===== config.mk =====
export PLATFORM = sky130hd
export DESIGN_NAME = conditioner_event_arbiter_flat
export DESIGN_NICKNAME = d
export VERILOG_FILES = /design/src/rtl/conditioner_pkg.sv /design/src/rtl/conditioner_event_arbiter_if.sv /design/src/rtl/conditioner_event_arbiter_rr_pick.sv /design/src/rtl/conditioner_event_arbiter.sv /design/src/flat_wrapper.sv
export SDC_FILE = /design/constraint.sdc
export NUM_CORES = 1
export LEC_CHECK = 0
export BUFFER_PORTS_ARGS = -buffer_cell sky130_fd_sc_hd__buf_2
export CAP_MARGIN = 20
export CORE_MARGIN = 5
export CORE_UTILIZATION = 60
export DETAILED_ROUTE_END_ITERATION = 7
export PLACE_DENSITY_LB_ADDON = 0.1
export SYNTH_ARGS = -nofsm -noshare
export SYNTH_HDL_FRONTEND = slang
export SYNTH_HIERARCHICAL = 1
export SYNTH_SLANG_ARGS = --single-unit
export TNS_END_PERCENT = 5

===== constraint.sdc =====
create_clock -name clk -period 9 [get_ports clk]
set_clock_uncertainty 0.15 [all_clocks]
set_input_delay 0 -clock clk [delete_from_list [all_inputs] [get_ports clk]]
set_output_delay 0 -clock clk [all_outputs]
set_load 0.03 [all_outputs]

===== src/rtl/conditioner_pkg.sv =====
// Shared types and constants for the conditioner event arbiter.
// Holds the FSM encoding, the default channel count and the event polarity codes.
package conditioner_pkg;

    localparam int DEFAULT_NUM_CH = 4;

    localparam logic EVT_FALL = 1'b0;
    localparam logic EVT_RISE = 1'b1;

    typedef enum logic {
        IDLE    = 1'b0,
        PRESENT = 1'b1
    } arb_state_t;

endpackage


===== src/rtl/conditioner_event_arbiter_if.sv =====
// Edge-pulse inputs, valid/ready event output and sticky overflow flags.
// The arbiter takes the master side; conditioners and the event consumer form the slave side.
interface conditioner_event_arbiter_if
    import conditioner_pkg::*;
#(
    parameter int NUM_CH = DEFAULT_NUM_CH,
    parameter int CH_W   = 2
) ();

    logic [NUM_CH-1:0] positiveedge;
    logic [NUM_CH-1:0] negativeedge;
    logic              evt_ready;
    logic              overflow_clear;
    logic              evt_valid;
    logic [CH_W-1:0]   evt_ch;
    logic              evt_rise;
    logic [NUM_CH-1:0] overflow;

    modport master (
        input  positiveedge, negativeedge, evt_ready, overflow_clear,
        output evt_valid, evt_ch, evt_rise, overflow
    );

    modport slave (
        output positiveedge, negativeedge, evt_ready, overflow_clear,
        input  evt_valid, evt_ch, evt_rise, overflow
    );

endinterface


===== src/rtl/conditioner_event_arbiter_rr_pick.sv =====
// Combinational round-robin picker: first requesting channel at or after ptr, wrapping.
// Zero latency; no state, so no backpressure of its own.
module rr_pick
    import conditioner_pkg::*;
#(
    parameter int NUM_CH = DEFAULT_NUM_CH,
    parameter int CH_W   = 2
) (
    input  logic [NUM_CH-1:0] req,
    input  logic [CH_W-1:0]   ptr,
    output logic [CH_W-1:0]   grant,
    output logic              any_req
);

    localparam logic [CH_W:0] NCH = (CH_W+1)'(NUM_CH);

    logic [2*NUM_CH-1:0] req2;
    logic [NUM_CH-1:0]   rot;
    logic [CH_W-1:0]     off;
    logic [CH_W:0]       sum;

    // Rotate so bit 0 is the pointer position; the lowest set bit is then the winner.
    assign req2 = {req, req};
    assign rot  = req2[ptr +: NUM_CH];

    always_comb begin
        off = '0;
        for (int i = NUM_CH - 1; i >= 0; i--) begin
            if (rot[i]) begin
                off = CH_W'(i);
            end
        end
    end

    assign sum     = {1'b0, ptr} + {1'b0, off};
    assign grant   = (sum >= NCH) ? CH_W'(sum - NCH) : sum[CH_W-1:0];
    assign any_req = |req;

endmodule


===== src/rtl/conditioner_event_arbiter.sv =====
// Latches per-channel edge pulses and serialises them round-robin onto one valid/ready port.
// Pulse to evt_valid is 2 cycles when idle; payload holds while evt_ready is low, back-to-back on accept.
module conditioner_event_arbiter
    import conditioner_pkg::*;
#(
    parameter int NUM_CH = DEFAULT_NUM_CH,
    parameter int CH_W   = 2
) (
    input  logic clk,
    input  logic reset,
    conditioner_event_arbiter_if.master bus
);

    localparam logic [CH_W:0] NCH = (CH_W+1)'(NUM_CH);

    arb_state_t        state, state_nxt;
    logic [NUM_CH-1:0] pend_r, pend_f, order, ovf;
    logic [NUM_CH-1:0] pend_r_nxt, pend_f_nxt, order_nxt;
    logic [NUM_CH-1:0] sel_oh, load_r, load_f, rem_r, rem_f, ovf_set;
    logic [CH_W-1:0]   rr_ptr, ptr_nxt, grant, evt_ch_q;
    logic [CH_W:0]     grant_inc;
    logic              evt_rise_q, any_req, load, sel_rise;

    rr_pick #(
        .NUM_CH (NUM_CH),
        .CH_W   (CH_W)
    ) u_pick (
        .req     (pend_r | pend_f),
        .ptr     (rr_ptr),
        .grant   (grant),
        .any_req (any_req)
    );

    always_comb begin
        state_nxt = state;
        load      = 1'b0;
        case (state)
            IDLE: begin
                if (any_req) begin
                    load      = 1'b1;
                    state_nxt = PRESENT;
                end
            end
            PRESENT: begin
                if (bus.evt_ready) begin
                    if (any_req) begin
                        load = 1'b1;
                    end else begin
                        state_nxt = IDLE;
                    end
                end
            end
            default: state_nxt = IDLE;
        endcase
    end

    // Rise wins when it is the only flag or the older of the two.
    assign sel_oh    = NUM_CH'(1) << grant;
    assign sel_rise  = pend_r[grant] & (~pend_f[grant] | order[grant]);
    assign load_r    = (load &&  sel_rise) ? sel_oh : '0;
    assign load_f    = (load && !sel_rise) ? sel_oh : '0;
    assign grant_inc = {1'b0, grant} + (CH_W+1)'(1);
    assign ptr_nxt   = (grant_inc == NCH) ? '0 : grant_inc[CH_W-1:0];

    // A flag being loaded this cycle frees its slot, so a same-flag pulse is a fresh capture.
    assign rem_r      = pend_r & ~load_r;
    assign rem_f      = pend_f & ~load_f;
    assign ovf_set    = (bus.positiveedge & rem_r) | (bus.negativeedge & rem_f);
    assign pend_r_nxt = rem_r | bus.positiveedge;
    assign pend_f_nxt = rem_f | bus.negativeedge;

    always_comb begin
        order_nxt = order;
        for (int c = 0; c < NUM_CH; c++) begin
            if (rem_r[c] ^ rem_f[c]) begin
                order_nxt[c] = rem_r[c];
            end else if (!rem_r[c] && !rem_f[c]) begin
                if (bus.positiveedge[c]) begin
                    order_nxt[c] = EVT_RISE;
                end else if (bus.negativeedge[c]) begin
                    order_nxt[c] = EVT_FALL;
                end
            end
        end
    end

    always_ff @(posedge clk) begin
        if (reset) begin
            state      <= IDLE;
            pend_r     <= '0;
            pend_f     <= '0;
            order      <= '0;
            ovf        <= '0;
            rr_ptr     <= '0;
            evt_ch_q   <= '0;
            evt_rise_q <= 1'b0;
        end else begin
            state  <= state_nxt;
            pend_r <= pend_r_nxt;
            pend_f <= pend_f_nxt;
            order  <= order_nxt;
            ovf    <= (ovf & ~{NUM_CH{bus.overflow_clear}}) | ovf_set;
            if (load) begin
                evt_ch_q   <= grant;
                evt_rise_q <= sel_rise;
                rr_ptr     <= ptr_nxt;
            end
        end
    end

    assign bus.evt_valid = (state == PRESENT);
    assign bus.evt_ch    = evt_ch_q;
    assign bus.evt_rise  = evt_rise_q;
    assign bus.overflow  = ovf;

endmodule


===== src/flat_wrapper.sv =====
// flat-port wrapper written by rule: the top's interface ports become plain ports
module conditioner_event_arbiter_flat import conditioner_pkg::*;
#(
    parameter int NUM_CH = DEFAULT_NUM_CH,
    parameter int CH_W   = 2
)
  (clk, reset, bus_positiveedge, bus_negativeedge, bus_evt_ready, bus_overflow_clear, bus_evt_valid, bus_evt_ch, bus_evt_rise, bus_overflow);
  conditioner_event_arbiter_if #(.NUM_CH(NUM_CH), .CH_W(CH_W)) bus_i ();
  input  logic clk;
  input  logic reset;
  input wire logic [$bits(bus_i.positiveedge)-1:0] bus_positiveedge;
  input wire logic [$bits(bus_i.negativeedge)-1:0] bus_negativeedge;
  input wire logic [$bits(bus_i.evt_ready)-1:0] bus_evt_ready;
  input wire logic [$bits(bus_i.overflow_clear)-1:0] bus_overflow_clear;
  output wire logic [$bits(bus_i.evt_valid)-1:0] bus_evt_valid;
  output wire logic [$bits(bus_i.evt_ch)-1:0] bus_evt_ch;
  output wire logic [$bits(bus_i.evt_rise)-1:0] bus_evt_rise;
  output wire logic [$bits(bus_i.overflow)-1:0] bus_overflow;
  assign bus_i.positiveedge = bus_positiveedge;
  assign bus_i.negativeedge = bus_negativeedge;
  assign bus_i.evt_ready = bus_evt_ready;
  assign bus_i.overflow_clear = bus_overflow_clear;
  assign bus_evt_valid = bus_i.evt_valid;
  assign bus_evt_ch = bus_i.evt_ch;
  assign bus_evt_rise = bus_i.evt_rise;
  assign bus_overflow = bus_i.overflow;
  conditioner_event_arbiter #(.NUM_CH(NUM_CH), .CH_W(CH_W)) u_core (.clk(clk), .reset(reset), .bus(bus_i));
endmodule

## After elaboration in Yosys (flattened, before gate mapping)

Index checks and enable logic that the tools add are counted.

- Flip-flop bits (word level): 22
- Input bits: 12
- Output and inout bits: 8

- Add/sub/neg operators: 3
- Magnitude comparators: 2
- Eq/ne operators: 1
- Shift operators: 2
- Muxes and demuxes: 35
- Bitwise operators: 21
- Reductions and logical operators: 28

Operators with widths:

| cell | number |
|---|---|
| 1-bit two-way mux | 22 |
| 4-bit AND | 5 |
| 4-bit bitwise OR | 5 |
| 2-bit two-way mux | 6 |
| 4-bit inverter | 3 |
| 3-bit nonzero test | 4 |
| 1-bit logical NOT | 9 |
| 4-bit two-way mux | 2 |
| 2-bit AND reduction | 4 |
| 2-bit nonzero test | 4 |
| 8-bit by 3-bit variable part select with 4-bit output | 1 |
| 1-bit binary-select mux with 2-bit select | 3 |
| 1-bit logical AND | 6 |
| 1-bit case mux with 2 select lines | 2 |
| 4-bit OR reduction | 1 |
| 1-bit by 2-bit left shift with 4-bit output, first input constant | 1 |
| 1-bit XOR | 4 |
| 2-bit by 1-bit adder with 3-bit output, second input constant | 1 |
| 2-bit by 2-bit adder with 3-bit output | 1 |
| 3-bit equality test, second input constant | 1 |
| 3-bit >= comparator, second input constant | 1 |
| 2-bit by 3-bit < comparator with 1-bit output, second input constant | 1 |
| 1-bit inverter | 2 |
| 2-bit by 1-bit subtractor with 2-bit output, second input constant | 1 |
| 2 further kinds | 2 |

## Logic depth before layout (Yosys ltp)

Gate-level depths: netlist of run 1.

- Word-level depth: 23
- Mapped depth: 19
- Gate-level depth less buffers: 19

## Hierarchy

The synthesis of run 1 kept the hierarchy.

Modules (own cells, without submodules):

| module | times used | cells each | area an instance (sq um) |
|---|---|---|---|
| conditioner_event_arbiter | 1 | 143 | 1,201.2 |
| rr_pick | 1 | 27 | 178.9 |

## Worst setup path before layout of run 1

OpenSTA, ideal clock, no wires.

- Path type: register to register
- From: register u_core.pend_r[0]
- To: register u_core.order[0]
- Library setup time: 91 ps
- Arrival time: 3,088 ps
- Required time: 8,759 ps
- Setup slack: 5,671 ps
- Cell stages (with the launch flop): 19
- Cells stage by stage: dfxtp_1 or2_2 nor2_1 nor3_1 a21oi_1 o211ai_1 ha_1 xor2_1 xnor2_1 inv_1 o221ai_1 nand2_1 o21ai_1 inv_1 ha_1 nor2_1 nor2_1 a21oi_1 a311oi_1

- Word-level cells in the longest chain between the ends: 23
- Elaborated cells between the ends (all ways): 41
- Classes of those cells: add/sub (2); order compare (1); shift (2); mux (17); bitwise (9); reduce/logical (10)

RTL lines:

| what | RTL line | text |
|---|---|---|
| start: declaration | conditioner_event_arbiter.sv:17 | `logic [NUM_CH-1:0] pend_r, pend_f, order, ovf;` |
| start signal: assignment | conditioner_event_arbiter.sv:99 | `pend_r <= pend_r_nxt;` |
| 4-bit bitwise OR * | conditioner_event_arbiter.sv:28 | `.req (pend_r \| pend_f),` |
| 8-bit by 3-bit variable part select with 4-bit output * | conditioner_event_arbiter_rr_pick.sv:24 | `assign rot = req2[ptr +: NUM_CH];` |
| 2-bit two-way mux (3 in series) | conditioner_event_arbiter_rr_pick.sv:29 | `if (rot[i]) begin` |
| 2-bit two-way mux * | conditioner_event_arbiter_rr_pick.sv:29 |  |
| 2-bit by 2-bit adder with 3-bit output * | conditioner_event_arbiter_rr_pick.sv:35 | `assign sum = {1'b0, ptr} + {1'b0, off};` |
| 3-bit >= comparator or 2-bit by 1-bit subtractor with 2-bit output (tied branches) | conditioner_event_arbiter_rr_pick.sv:36 | `assign grant = (sum >= NCH) ? CH_W'(sum - NCH) : sum[CH_W-1:0];` |
| 2-bit two-way mux * | conditioner_event_arbiter_rr_pick.sv:36 |  |
| via u_core.grant[1] | conditioner_event_arbiter.sv:20 | `logic [CH_W-1:0] rr_ptr, ptr_nxt, grant, evt_ch_q;` |
| [... 6 more ...] | - |  |
| 1-bit logical AND | conditioner_event_arbiter.sv:61 | `assign load_f = (load && !sel_rise) ? sel_oh : '0;` |
| 4-bit two-way mux | conditioner_event_arbiter.sv:61 |  |
| 4-bit inverter | conditioner_event_arbiter.sv:67 | `assign rem_f = pend_f & ~load_f;` |
| 4-bit AND | conditioner_event_arbiter.sv:67 |  |
| 1-bit logical NOT | conditioner_event_arbiter.sv:77 | `end else if (!rem_r[c] && !rem_f[c]) begin` |
| 1-bit logical AND | conditioner_event_arbiter.sv:77 |  |
| 2-bit nonzero test (no line) | - |  |
| 2-bit AND reduction (no line) | - |  |
| end signal: assignment | conditioner_event_arbiter.sv:101 | `order <= order_nxt;` |
| end: declaration | conditioner_event_arbiter.sv:17 |  |

Mark *: on every way through the listed nets, which the timed path passes. The rest lies on a longest branch. The select of a mux whose other input is x is not followed.
A chain may end at the register's enable or synchronous reset.

## Final worst setup path of run 1

- From: register u_core.pend_r[0]
- To: register u_core.ovf[2], in the netlist u_core/bus.overflow[2]

- Word-level cells in the longest chain between the ends: 22
- Elaborated cells between the ends (all ways): 37
- Classes of those cells: add/sub (2); order compare (1); shift (2); mux (16); bitwise (12); reduce/logical (4)

RTL lines:

| what | RTL line | text |
|---|---|---|
| 4-bit bitwise OR * | conditioner_event_arbiter.sv:28 |  |
| 8-bit by 3-bit variable part select with 4-bit output * | conditioner_event_arbiter_rr_pick.sv:24 |  |
| 2-bit two-way mux (3 in series) | conditioner_event_arbiter_rr_pick.sv:29 |  |
| 2-bit two-way mux * | conditioner_event_arbiter_rr_pick.sv:29 |  |
| 2-bit by 2-bit adder with 3-bit output * | conditioner_event_arbiter_rr_pick.sv:35 |  |
| 3-bit >= comparator or 2-bit by 1-bit subtractor with 2-bit output (tied branches) | conditioner_event_arbiter_rr_pick.sv:36 |  |
| 2-bit two-way mux * | conditioner_event_arbiter_rr_pick.sv:36 |  |
| via u_core.grant[1] | conditioner_event_arbiter.sv:20 |  |
| [... 5 more ...] | - |  |
| 1-bit logical NOT | conditioner_event_arbiter.sv:61 |  |
| 1-bit logical AND | conditioner_event_arbiter.sv:61 |  |
| 4-bit two-way mux | conditioner_event_arbiter.sv:61 |  |
| 4-bit inverter | conditioner_event_arbiter.sv:67 |  |
| 4-bit AND | conditioner_event_arbiter.sv:67 |  |
| 4-bit AND | conditioner_event_arbiter.sv:68 | `assign ovf_set = (bus.positiveedge & rem_r) \| (bus.negativeedge & rem_f);` |
| 4-bit bitwise OR * | conditioner_event_arbiter.sv:68 |  |
| 4-bit bitwise OR * | conditioner_event_arbiter.sv:102 | `ovf <= (ovf & ~{NUM_CH{bus.overflow_clear}}) \| ovf_set;` |
| end signal: assignment | conditioner_event_arbiter.sv:102 |  |
| end: declaration | conditioner_event_arbiter.sv:17 |  |

Marked as above.

==> run summary, run 1 <==
WORST SETUP PATH
------------------------------------------------------------------------------------------------------
Crit Path Max Fanout                                                                                 7
Slowest cell on the critical path                                                         dlygate4sd3_1
Delay of the slowest cell on the worst path                                                     560 ps
Required time at the worst-slack endpoint                                                      9070 ps
CP Capture Type                                                                                   flop
Setup Crit Path Kind                                                                           reg2reg
Element type at the critical path start                                                           flop
R2R setup slack                                                                                4830 ps
Crit path cell chain                                                                      or2_2 > nor2_1 > nor3_1 > a21oi_1 > o211ai_1 > ha_1 > xor2_1 > xnor2_1 > ha_1 > nand2_1 > nor3_1 > a221oi_2 > a222oi_1 > nor2_1 > dlygate4sd3_1
Worst endpoint data arrival time                                                               4240 ps

POWER AND IR DROP
------------------------------------------------------------------------------------------------------
Power density of the placed cells                                                         281.8 mW/mm2
Power, Total                                                                                  485.1 uW
Leakage Power                                                                                0.7438 nW
Worst vdd ir                                                                                 0.2428 mV

GLOBAL ROUTING
------------------------------------------------------------------------------------------------------
Initial antenna violation count                                                                      0
Global-route wire length before repair                                                        5.720 mm
Largest net degree at the start of global routing                                                   24
Total grt overflow                                                                                   0
Number of global-route vias before repair                                                         1355
Aggregate global-route resource usage                                                           0.2142

STA
------------------------------------------------------------------------------------------------------
Setup Viol. Count Final                                                                              0
Final cycle utilization of the critical path                                                    0.4637
Number of slew-limit violations in the final report                                                  0
Final hold vios                                                                                      0
Final sum of negative setup slack                                                                 0 ps
Shortest period the worst path allows                                                          4173 ps
FMAX                                                                                         239.6 MHz
Worst-case setup margin in the final layout                                                    4827 ps
Relative slew margins                                                                           0.6168
Unrepaired setup endpoints after global routing                                                     no
Transition at the pin with the smallest max-transition slack                                  570.7 ps

CLOCK NETWORK
------------------------------------------------------------------------------------------------------
TritonCTS clock tree                                                                             built
Clock transition at the register clock pins on the worst setup and hold paths after CTS         130 ps
Clock sinks                                                                                         22
CTS max path bufs                                                                                    2
Latest clock arrival within the worst-skew pair                                                 310 ps
Clock Root Buffer                                                                             clkbuf_4
H-Tree Depth                                                                                         1
TritonCTS Buffers                                                                                    3
Post-cts sizing count                                                                                0

FLOORPLAN
------------------------------------------------------------------------------------------------------
Starting density of the core                                                                    0.6239
Area of the core                                                                          0.002212 mm2
I/O pins                                                                                            20
Horizontal die dimension                                                                      57.96 um
Die footprint                                                                             0.003359 mm2
Die span in y                                                                                 57.96 um
Cell Rows                                                                                           17

PLACED DESIGN
------------------------------------------------------------------------------------------------------
Worst setup slack before clock tree synthesis                                                  5138 ps
Number of buffers added on ports                                                                    19
Post-Place Cells                                                                                   214
Placer congestion estimate                                                                      0.8061
Estimated wirelength of the detail-placed design                                              2.342 mm

SYNTH
------------------------------------------------------------------------------------------------------
Syn Std Cell Area                                                                         0.001380 mm2
Leading area contributor after synthesis                                                       dfxtp_1
Ys flop type                                                                                   dfxtp_1
Post-synth cell types                                                                               49
Sequential fraction of the synthesis area                                                       0.3191
Net Count, Synth                                                                                   188
Number of enable-type register cells in the synthesized netlist                                      0
Area contributors post-synth                                                              dfxtp_1 32%, ha_1 5.4%, nand2_1 5.4%, a21oi_1 5.1%, nor2_1 3.8%
Synth top area share                                                                            0.3191
Number of storage elements in the synthesis netlist                                                 22
Post-synthesis area per instance                                                             8.118 um2
Count of warnings emitted by yosys                                                                   6
Number of instances in the synthesized netlist                                                     170
Async S/R FF share, synth                                                                            0

FINISH
------------------------------------------------------------------------------------------------------
Final core utilization                                                                          0.7783
Number of nets in the final layout                                                                 228
Most common cell after layout, fill and taps aside                                             dfxtp_1
Cell Count, Final, Fillers Out                                                                     237
Share of cells above drive strength 1                                                           0.2057
Commonest non-fill, non-tap cells in the layout                                           22 x dfxtp_1, 20 x nand2_1, 19 x dlygate4sd3_1, 19 x buf_2
Layout-stage area growth over the synthesis result                                              24.75%
Number of antenna repair diodes                                                                      0

FLOW RUN
------------------------------------------------------------------------------------------------------
Number of max-cap violations                                                                         0

DRT
------------------------------------------------------------------------------------------------------
Post-route DRC violation count                                                                       0
ANT nets after route                                                                                 0
DR iter-0 viols                                                                                     66
Average wire per cell in the routed design                                                    14.41 um
Pre-Repair DR Iteration Count                                                                        5
Vias                                                                                              1405
Mean number of vias per cell                                                                     5.928
WL final                                                                                      3.414 mm

HOLD PATH
------------------------------------------------------------------------------------------------------
Hold WC Path Type                                                                              reg2reg

STATUS
------------------------------------------------------------------------------------------------------
Status                                                                                    finished, final reports clean

==> per-stage QoR <==
stage                     cell area [um2]  hold slack [ps]
after floorplan                      1380           -69.00
after global placement               1495            87.00
after detailed placement             1495            94.92
after CTS                            1722            320.1
after global routing                 1722            356.2
final                                1722            319.0
==> final cells by class <==
| cell class | count | area (um2) |
|---|---|---|
| Fill cell | 148 | 490.5 |
| Timing Repair Buffer | 38 | 285.3 |
| Inverter | 13 | 48.80 |
| Sequential cell | 22 | 440.4 |
| Tap cell | 28 | 35.03 |
| Multi-Input combinational cell | 132 | 875.8 |
| Clock buffer | 4 | 36.28 |
==> sequential cells by signal, summed over array words and instances, names as in the netlist <==
signal                count
u_core/rr_ptr             2
u_core/pend_r             4
u_core/order              4
u_core/bus.evt_ch         2
u_core/pend_f             4
u_core/bus.overflow       4
u_core/bus.evt_rise       1
u_core/bus.evt_valid      1
==> report_power, final <==
part           total, mW  leakage, nW  switching [mW]  internal, mW
clock             0.0563       0.0210          0.0316        0.0247
sequential         0.141        0.183          0.0197         0.121
combinational      0.288        0.540           0.175         0.113
total              0.485        0.744           0.226         0.259
==> routing by layer <==
metal  vias up  routed length [um]  GRT usage
met5         -                   0          0
met4         0                  78    0.08940
met1       649                1443     0.2537
met2        52                1659     0.3710
li1        691                   -          -
met3        13                 233    0.04677
==> final timing paths <==
path / from / endpoint / cells past startpoint
min reg2reg: u_core/bus.evt_ch[1] / u_core/bus.evt_ch[1] / 2
max reg2reg: u_core/pend_r[0] / u_core/bus.overflow[2] / 15
max: u_core/pend_r[0] / u_core/bus.overflow[2] / 15
min: u_core/bus.evt_ch[1] / u_core/bus.evt_ch[1] / 2
==> worst max-delay path: cells and delay by family (launching register included) <==
| kind | cells | cell delay, ps |
|---|---|---|
| flops | 1 | 350 |
| buf+inv | 1 | 560 |
| simple gates | 6 | 1120 |
| xor+xnor | 2 | 660 |
| compound gates | 4 | 750 |
| fa+ha+maj | 2 | 470 |
==> repair_timing <==
| action | CTS | global route |
|---|---|---|
| hold endpoints to repair | 22 | 0 |
| setup buffers | 0 | 0 |
| hold buffers | 19 | 0 |
==> cells in the mapped netlist (2+ instances only) <==
cell / number
dfxtp_1: 22
o22a_2: 2
o21ai_0: 4
nor2b_1: 4
o22ai_1: 3
and2b_4: 2
inv_1: 13
o221ai_1: 2
a221oi_2: 2
nor2_1: 14
nor3b_1: 2
or2_2: 4
o221ai_2: 2
nand2b_1: 8
a31oi_1: 5
nand2_1: 20
o211ai_1: 5
or3_4: 2
ha_1: 6
clkbuf_1: 2
nor3_1: 4
a21oi_1: 14
o2bb2ai_1: 2
==> kinds of logic (layout without fill, tap and decap cells) <==
family / Yosys count / in the layout / share of synthesized area
AOI/OAI and AO/OA: 52 / 52 / 0.2811
xor gates and xnor gates: 2 / 2 / 0.01269
adders and majority gates: 6 / 6 / 0.05440
buffers and inverters: 16 / 55 / 0.04624
DFF: 22 / 22 / 0.3191
muxes: 1 / 1 / 0.007253
and+or+nand+nor: 71 / 71 / 0.2792
Power figures use the tool's default switching activity.
==> inputs of run 2 (changes only) <==
- CORE_UTILIZATION: 60 -> 50
- clock period: 9 -> 3.35 ns (I/O delays scaled with it)
==> run summary, run 2 (synthesized netlist as in run 1, its figures left out) <==
STATUS
------------------------------------------------------------------------------------------------------
Status                                                                                    finished, final reports clean

CLOCK NETWORK
------------------------------------------------------------------------------------------------------
H-Tree Depth                                                                                         1
Clock Root Buffer                                                                             clkbuf_4
TritonCTS Buffers                                                                                    3
Clock transition at the register clock pins on the worst setup and hold paths after CTS         120 ps
CTS max path bufs                                                                                    2
Latest clock arrival within the worst-skew pair                                                 310 ps
Clock sinks                                                                                         22
TritonCTS clock tree                                                                             built

FINISH
------------------------------------------------------------------------------------------------------
Number of antenna repair diodes                                                                      0
Most common cell after layout, fill and taps aside                                               buf_2
Final cell area excluding filler cells                                                    0.001919 mm2
Commonest non-fill, non-tap cells in the layout                                           19 x buf_2, 18 x buf_4, 17 x nand2_1, 17 x dfxtp_1, 13 x a21oi_1
Fill cell instance count of the final layout                                                       230
Share of cells above drive strength 1                                                           0.3881
Layout-stage area growth over the synthesis result                                              39.08%
Number of nets in the final layout                                                                 238

FLOORPLAN
------------------------------------------------------------------------------------------------------
Area of the core                                                                          0.002710 mm2
Die footprint                                                                             0.003911 mm2
I/O pins                                                                                            20
Cell Rows                                                                                           19
Starting density of the core                                                                    0.5092
Die span in y                                                                                 62.54 um
Horizontal die dimension                                                                      62.54 um

HOLD PATH
------------------------------------------------------------------------------------------------------
Hold WC Path Type                                                                               in2reg

STA
------------------------------------------------------------------------------------------------------
Worst-case setup margin in the final layout                                                   14.14 ps
Relative slew margins                                                                           0.7079
Worst slack on hold paths                                                                     306.9 ps
Final hold vios                                                                                      0
Final cycle utilization of the critical path                                                    0.9958
Shortest period the worst path allows                                                          3336 ps
FMAX                                                                                         299.8 MHz
Unrepaired setup endpoints after global routing                                                    yes
Transition at the pin with the smallest max-transition slack                                  434.8 ps
Number of slew-limit violations in the final report                                                  0
Final sum of negative setup slack                                                                 0 ps
Setup Viol. Count Final                                                                              0

WORST SETUP PATH
------------------------------------------------------------------------------------------------------
Element type at the critical path start                                                           flop
CP Capture Type                                                                                   flop
Worst endpoint data arrival time                                                               3410 ps
Required time at the worst-slack endpoint                                                      3420 ps
Setup Crit Path Kind                                                                           reg2reg
Crit Path Max Fanout                                                                                 7

DRT
------------------------------------------------------------------------------------------------------
Post-route DRC violation count                                                                       0
Average wire per cell in the routed design                                                    15.84 um
Pre-Repair DR Iteration Count                                                                        4
WL final                                                                                      3.959 mm
Mean number of vias per cell                                                                     5.820
ANT nets after route                                                                                 0
DR iter-0 viols                                                                                     79
Vias                                                                                              1455

POWER AND IR DROP
------------------------------------------------------------------------------------------------------
Power share of the clock group                                                                   0.095
Switching portion of total power                                                                0.4591
Leakage Power                                                                                0.8080 nW
Power, Total                                                                                  1.584 mW
Power density of the placed cells                                                         825.2 mW/mm2
Worst vdd ir                                                                                 0.6130 mV
Net switching power                                                                           727.1 uW
Combinational share of power                                                                     0.664
Part of the power in registers                                                                   0.242
Cell internal pwr                                                                             856.7 uW

PLACED DESIGN
------------------------------------------------------------------------------------------------------
Worst setup slack before clock tree synthesis                                                -31.26 ps
Estimated wirelength of the detail-placed design                                              2.489 mm
Placer congestion estimate                                                                      0.8130
Placed standard-cell area                                                                 0.001559 mm2
Number of buffers added on ports                                                                    19

GLOBAL ROUTING
------------------------------------------------------------------------------------------------------
Met2 Resource Use GR                                                                            0.3070
Largest net degree at the start of global routing                                                   24
Global-route wire length before repair                                                        5.906 mm
Met3 layer usage reported by global route                                                      0.05396
Aggregate global-route resource usage                                                           0.1804
Grt peak-use layer                                                                                met2
GR Util met1                                                                                    0.2215
Initial antenna violation count                                                                      0
Total grt overflow                                                                                   0
Number of global-route vias before repair                                                         1342

FLOW RUN
------------------------------------------------------------------------------------------------------
Number of max-cap violations                                                                         0

[run 2: cell types whose count changed in the layout (fill, tap and decap cells not counted), moves of 3 or more]
cell,previous run,this run
buf_4,0,18
or2_2,4,1
dlygate4sd3_1,19,11
or2_4,0,3
dfxtp_1,22,17
dfxtp_2,0,3
nand2_1,20,17
[run 2: through the flow]
stage                     utilization  cells
after floorplan                     -    170
after global placement         0.5753    225
after detailed placement       0.5753    225
after CTS                      0.6348    240
after global routing           0.7082    250
final                          0.7082    250
[run 2: final timing paths]
path | startpoint | to | slack [ps] | cells after the start
setup / recovery | u_core/pend_r[0] | u_core/order[3] | 10 | 15
hold / removal | bus_negativeedge[2] | u_core/pend_f[2] | 310 | 4
setup reg to reg | u_core/pend_r[0] | u_core/order[3] | 10 | 15
hold reg to reg | u_core/bus.evt_ch[0] | u_core/bus.evt_ch[0] | 310 | 2
[run 2: repair_timing]
action,CTS,global route
gates resized for setup,3,34
buffers inserted,0,10
endpoints found under the hold margin,22,0
setup endpoints to repair,3,7
cloned,0,0
pin swaps,1,14
hold buffers,11,0
[run 2: layout make-up]
cell class,instances,area (um2),area share
inverters,13,48.80,0.02542
clock buffers,4,36.28,0.01890
flip-flops and latches,22,451.7,0.2353
well taps,31,38.79,0.02021
repair buffers,48,340.3,0.1773
multi-input cells,132,1003,0.5228
[run 2: power by group through the flow]
stage	clock (mW)	sequential (mW)	combinational, mW
2_1_floorplan	0	0.416	0.534
3_3_place_gp	0	0.377	0.827
3_5_place_dp	0	0.380	0.844
4_1_cts	0.156	0.376	0.874
5_1_grt	0.167	0.394	1.13
6_report	0.150	0.383	1.05
[run 2: worst max-delay path: stages (launching register included)]
cell       delay, ps
dfxtp_4          370
or2_4            280
nor2_4           110
nor3_2            50
a21oi_1          150
o211ai_1         120
ha_2             210
xor2_2           160
xnor2_2          320
buf_4            210
ha_4             150
nand2_4           50
or3_4            420
o221ai_4         210
a21boi_2         200
o2bb2ai_1         80
[run 2: per-layer routing]
metal	wire length, um	up-vias
met1	1690	688
met5	0	-
met2	2012	55
met3	198	6
met4	57	0
li1	-	706
==> inputs of run 3 (changes only) <==
- clock period: 3.35 -> 2.9 ns (I/O delays scaled with it)
==> run summary, run 3 (synthesized netlist as in run 1, its figures left out) <==
STATUS
------------------------------------------------------------------------------------------------------
Status                                                                                    finished, violations left
Violated checks                                                                           negative setup slack

STA
------------------------------------------------------------------------------------------------------
Worst-case setup margin in the final layout                                                  -286.1 ps
Unrepaired setup endpoints after global routing                                                    yes
Transition at the pin with the smallest max-transition slack                                  408.0 ps
Setup Viol. Count Final                                                                              9
Shortest period the worst path allows                                                          3186 ps
Final cycle utilization of the critical path                                                     1.099
Final hold vios                                                                                      0
Relative slew margins                                                                           0.7280
Number of slew-limit violations in the final report                                                  0
FMAX                                                                                         313.9 MHz

POWER AND IR DROP
------------------------------------------------------------------------------------------------------
Leakage Power                                                                                0.8477 nW
Power, Total                                                                                  1.846 mW
Power density of the placed cells                                                         939.0 mW/mm2
Worst vdd ir                                                                                 0.6437 mV

GLOBAL ROUTING
------------------------------------------------------------------------------------------------------
Total grt overflow                                                                                   0
Initial antenna violation count                                                                      0
GR Util met1                                                                                    0.2383
Met2 Resource Use GR                                                                            0.3497
Global-route wire length before repair                                                        6.610 mm
Met3 layer usage reported by global route                                                      0.03417
Largest net degree at the start of global routing                                                   24
Grt peak-use layer                                                                                met2
Aggregate global-route resource usage                                                           0.1999
Number of global-route vias before repair                                                         1514

CLOCK NETWORK
------------------------------------------------------------------------------------------------------
Post-CTS setup buffers                                                                               0
Clock sinks                                                                                         22
Clock transition at the register clock pins on the worst setup and hold paths after CTS         120 ps
CTS max path bufs                                                                                    2
Latest clock arrival within the worst-skew pair                                                 300 ps
H-Tree Depth                                                                                         1
TritonCTS clock tree                                                                             built
Clock Root Buffer                                                                             clkbuf_4
TritonCTS Buffers                                                                                    3

DRT
------------------------------------------------------------------------------------------------------
Pre-Repair DR Iteration Count                                                                        4
Average wire per cell in the routed design                                                    15.00 um
Vias                                                                                              1458
Post-route DRC violation count                                                                       0
ANT nets after route                                                                                 0
DR iter-0 viols                                                                                     74
Mean number of vias per cell                                                                     5.629
WL final                                                                                      3.886 mm

WORST SETUP PATH
------------------------------------------------------------------------------------------------------
CP Capture Type                                                                                   flop
Critical R2R Capture                                                                      u_core/order[3]
Slowest cell on the critical path                                                                or3_4
R2R setup slack                                                                                -290 ps
Critical R2R Launch                                                                       u_core/pend_f[0]
Crit path cell chain                                                                      or2_4 > nor3_2 > a31oi_1 > o211ai_1 > ha_2 > xor2_4 > xnor2_4 > ha_1 > nand2_1 > or3_4 > o221ai_2 > a21boi_1 > o2bb2ai_1
Element type at the critical path start                                                           flop
Crit Path Max Fanout                                                                                 7
Worst endpoint data arrival time                                                               3250 ps
Setup Crit Path Kind                                                                           reg2reg
Required time at the worst-slack endpoint                                                      2960 ps
Cell count of the worst reg-to-reg path                                                             13
Delay of the slowest cell on the worst path                                                     360 ps

FINISH
------------------------------------------------------------------------------------------------------
Most common cell after layout, fill and taps aside                                               buf_4
Commonest non-fill, non-tap cells in the layout                                           28 x buf_4, 20 x dfxtp_1, 19 x buf_2
Fill cell instance count of the final layout                                                       219
Final core utilization                                                                          0.7253
Number of antenna repair diodes                                                                      0
Number of nets in the final layout                                                                 248
Share of cells above drive strength 1                                                           0.3947
Layout-stage area growth over the synthesis result                                              42.43%

HOLD PATH
------------------------------------------------------------------------------------------------------
Hold WC Path Type                                                                              reg2reg
Worst hold endpoint                                                                       u_core/bus.evt_rise
Worst Hold Depth                                                                                     2
Min-delay src                                                                             u_core/bus.evt_rise

FLOORPLAN
------------------------------------------------------------------------------------------------------
Die footprint                                                                             0.003911 mm2
Cell Rows                                                                                           19
Starting density of the core                                                                    0.5092
I/O pins                                                                                            20
Area of the core                                                                          0.002710 mm2
Die span in y                                                                                 62.54 um
Horizontal die dimension                                                                      62.54 um

FLOW RUN
------------------------------------------------------------------------------------------------------
Number of max-cap violations                                                                         0

PLACED DESIGN
------------------------------------------------------------------------------------------------------
Number of buffers added on ports                                                                    19
Placer congestion estimate                                                                      0.8111
Worst setup slack before clock tree synthesis                                                -213.3 ps
Estimated wirelength of the detail-placed design                                              2.784 mm

## run 3: cell types whose count changed in the layout (fill, tap and decap cells not counted), sizes merged
cell    before  now
clkbuf       4    3
buf         37   47
## run 3: worst max-delay path, delay by kind of cell, from the launching register on
kind	cells	cell delay [ps]
adders and majority gates	2	480
AOI/OAI and AO/OA	5	790
and+or+nand+nor	4	950
xor gates and xnor gates	2	380
DFF	1	340
## run 3: worst max-delay path by stage
stage / endpoint / from / slack [ps] / depth (start not counted)
after floorplan: u_core/order[0] / u_core/pend_r[3] / -50 / 16
after global placement: u_core/bus.overflow[3] / u_core/pend_f[1] / -150 / 14
after detailed placement: u_core/order[0] / u_core/pend_r[0] / -210 / 16
after CTS: u_core/order[0] / u_core/pend_r[0] / -250 / 15
after global routing: u_core/order[0] / u_core/pend_f[0] / -480 / 16
final: u_core/order[3] / u_core/pend_f[0] / -290 / 13
## run 3: cell type report
class	instances	area, um2	share of cell area
Inverter	13	48.80	0.02482
Sequential cell	22	442.9	0.2253
Clock buffer	3	22.52	0.01146
Timing Repair Buffer	58	415.4	0.2113
Multi-Input combinational cell	132	997.2	0.5073
Tap cell	31	38.79	0.01973
## run 3: where the power goes
| group | total (mW) | switching [mW] | internal [mW] |
|---|---|---|---|
| registers | 0.431 | 0.0549 | 0.376 |
| clock network | 0.139 | 0.0908 | 0.0484 |
| logic | 1.28 | 0.682 | 0.593 |
## run 3: timing repair
item | 4_1_cts | 5_1_grt
pin swaps | 4 | 4
endpoints found under the hold margin | 22 | 0
setup endpoints to repair | 10 | 16
hold buffers | 11 | 0
gates resized for setup | 5 | 8
## run 3: per-stage QoR
step | TNS (ps) | hold slack (ps) | cells | instance area [um2]
after floorplan | -50.65 | -69.00 | 170 | 1433
after global placement | -615.6 | 96.34 | 245 | 1762
after detailed placement | -1181 | 105.7 | 245 | 1762
after CTS | -1210 | 311.6 | 259 | 1916
after global routing | -3536 | 347.5 | 259 | 1966
final | -1678 | 309.1 | 259 | 1966
## run 3: routing by layer
metal,vias to the layer above,share of wire
met3,8,0.048
met1,679,0.42
met4,0,0.021
li1,726,-
met5,-,0
met2,45,0.51
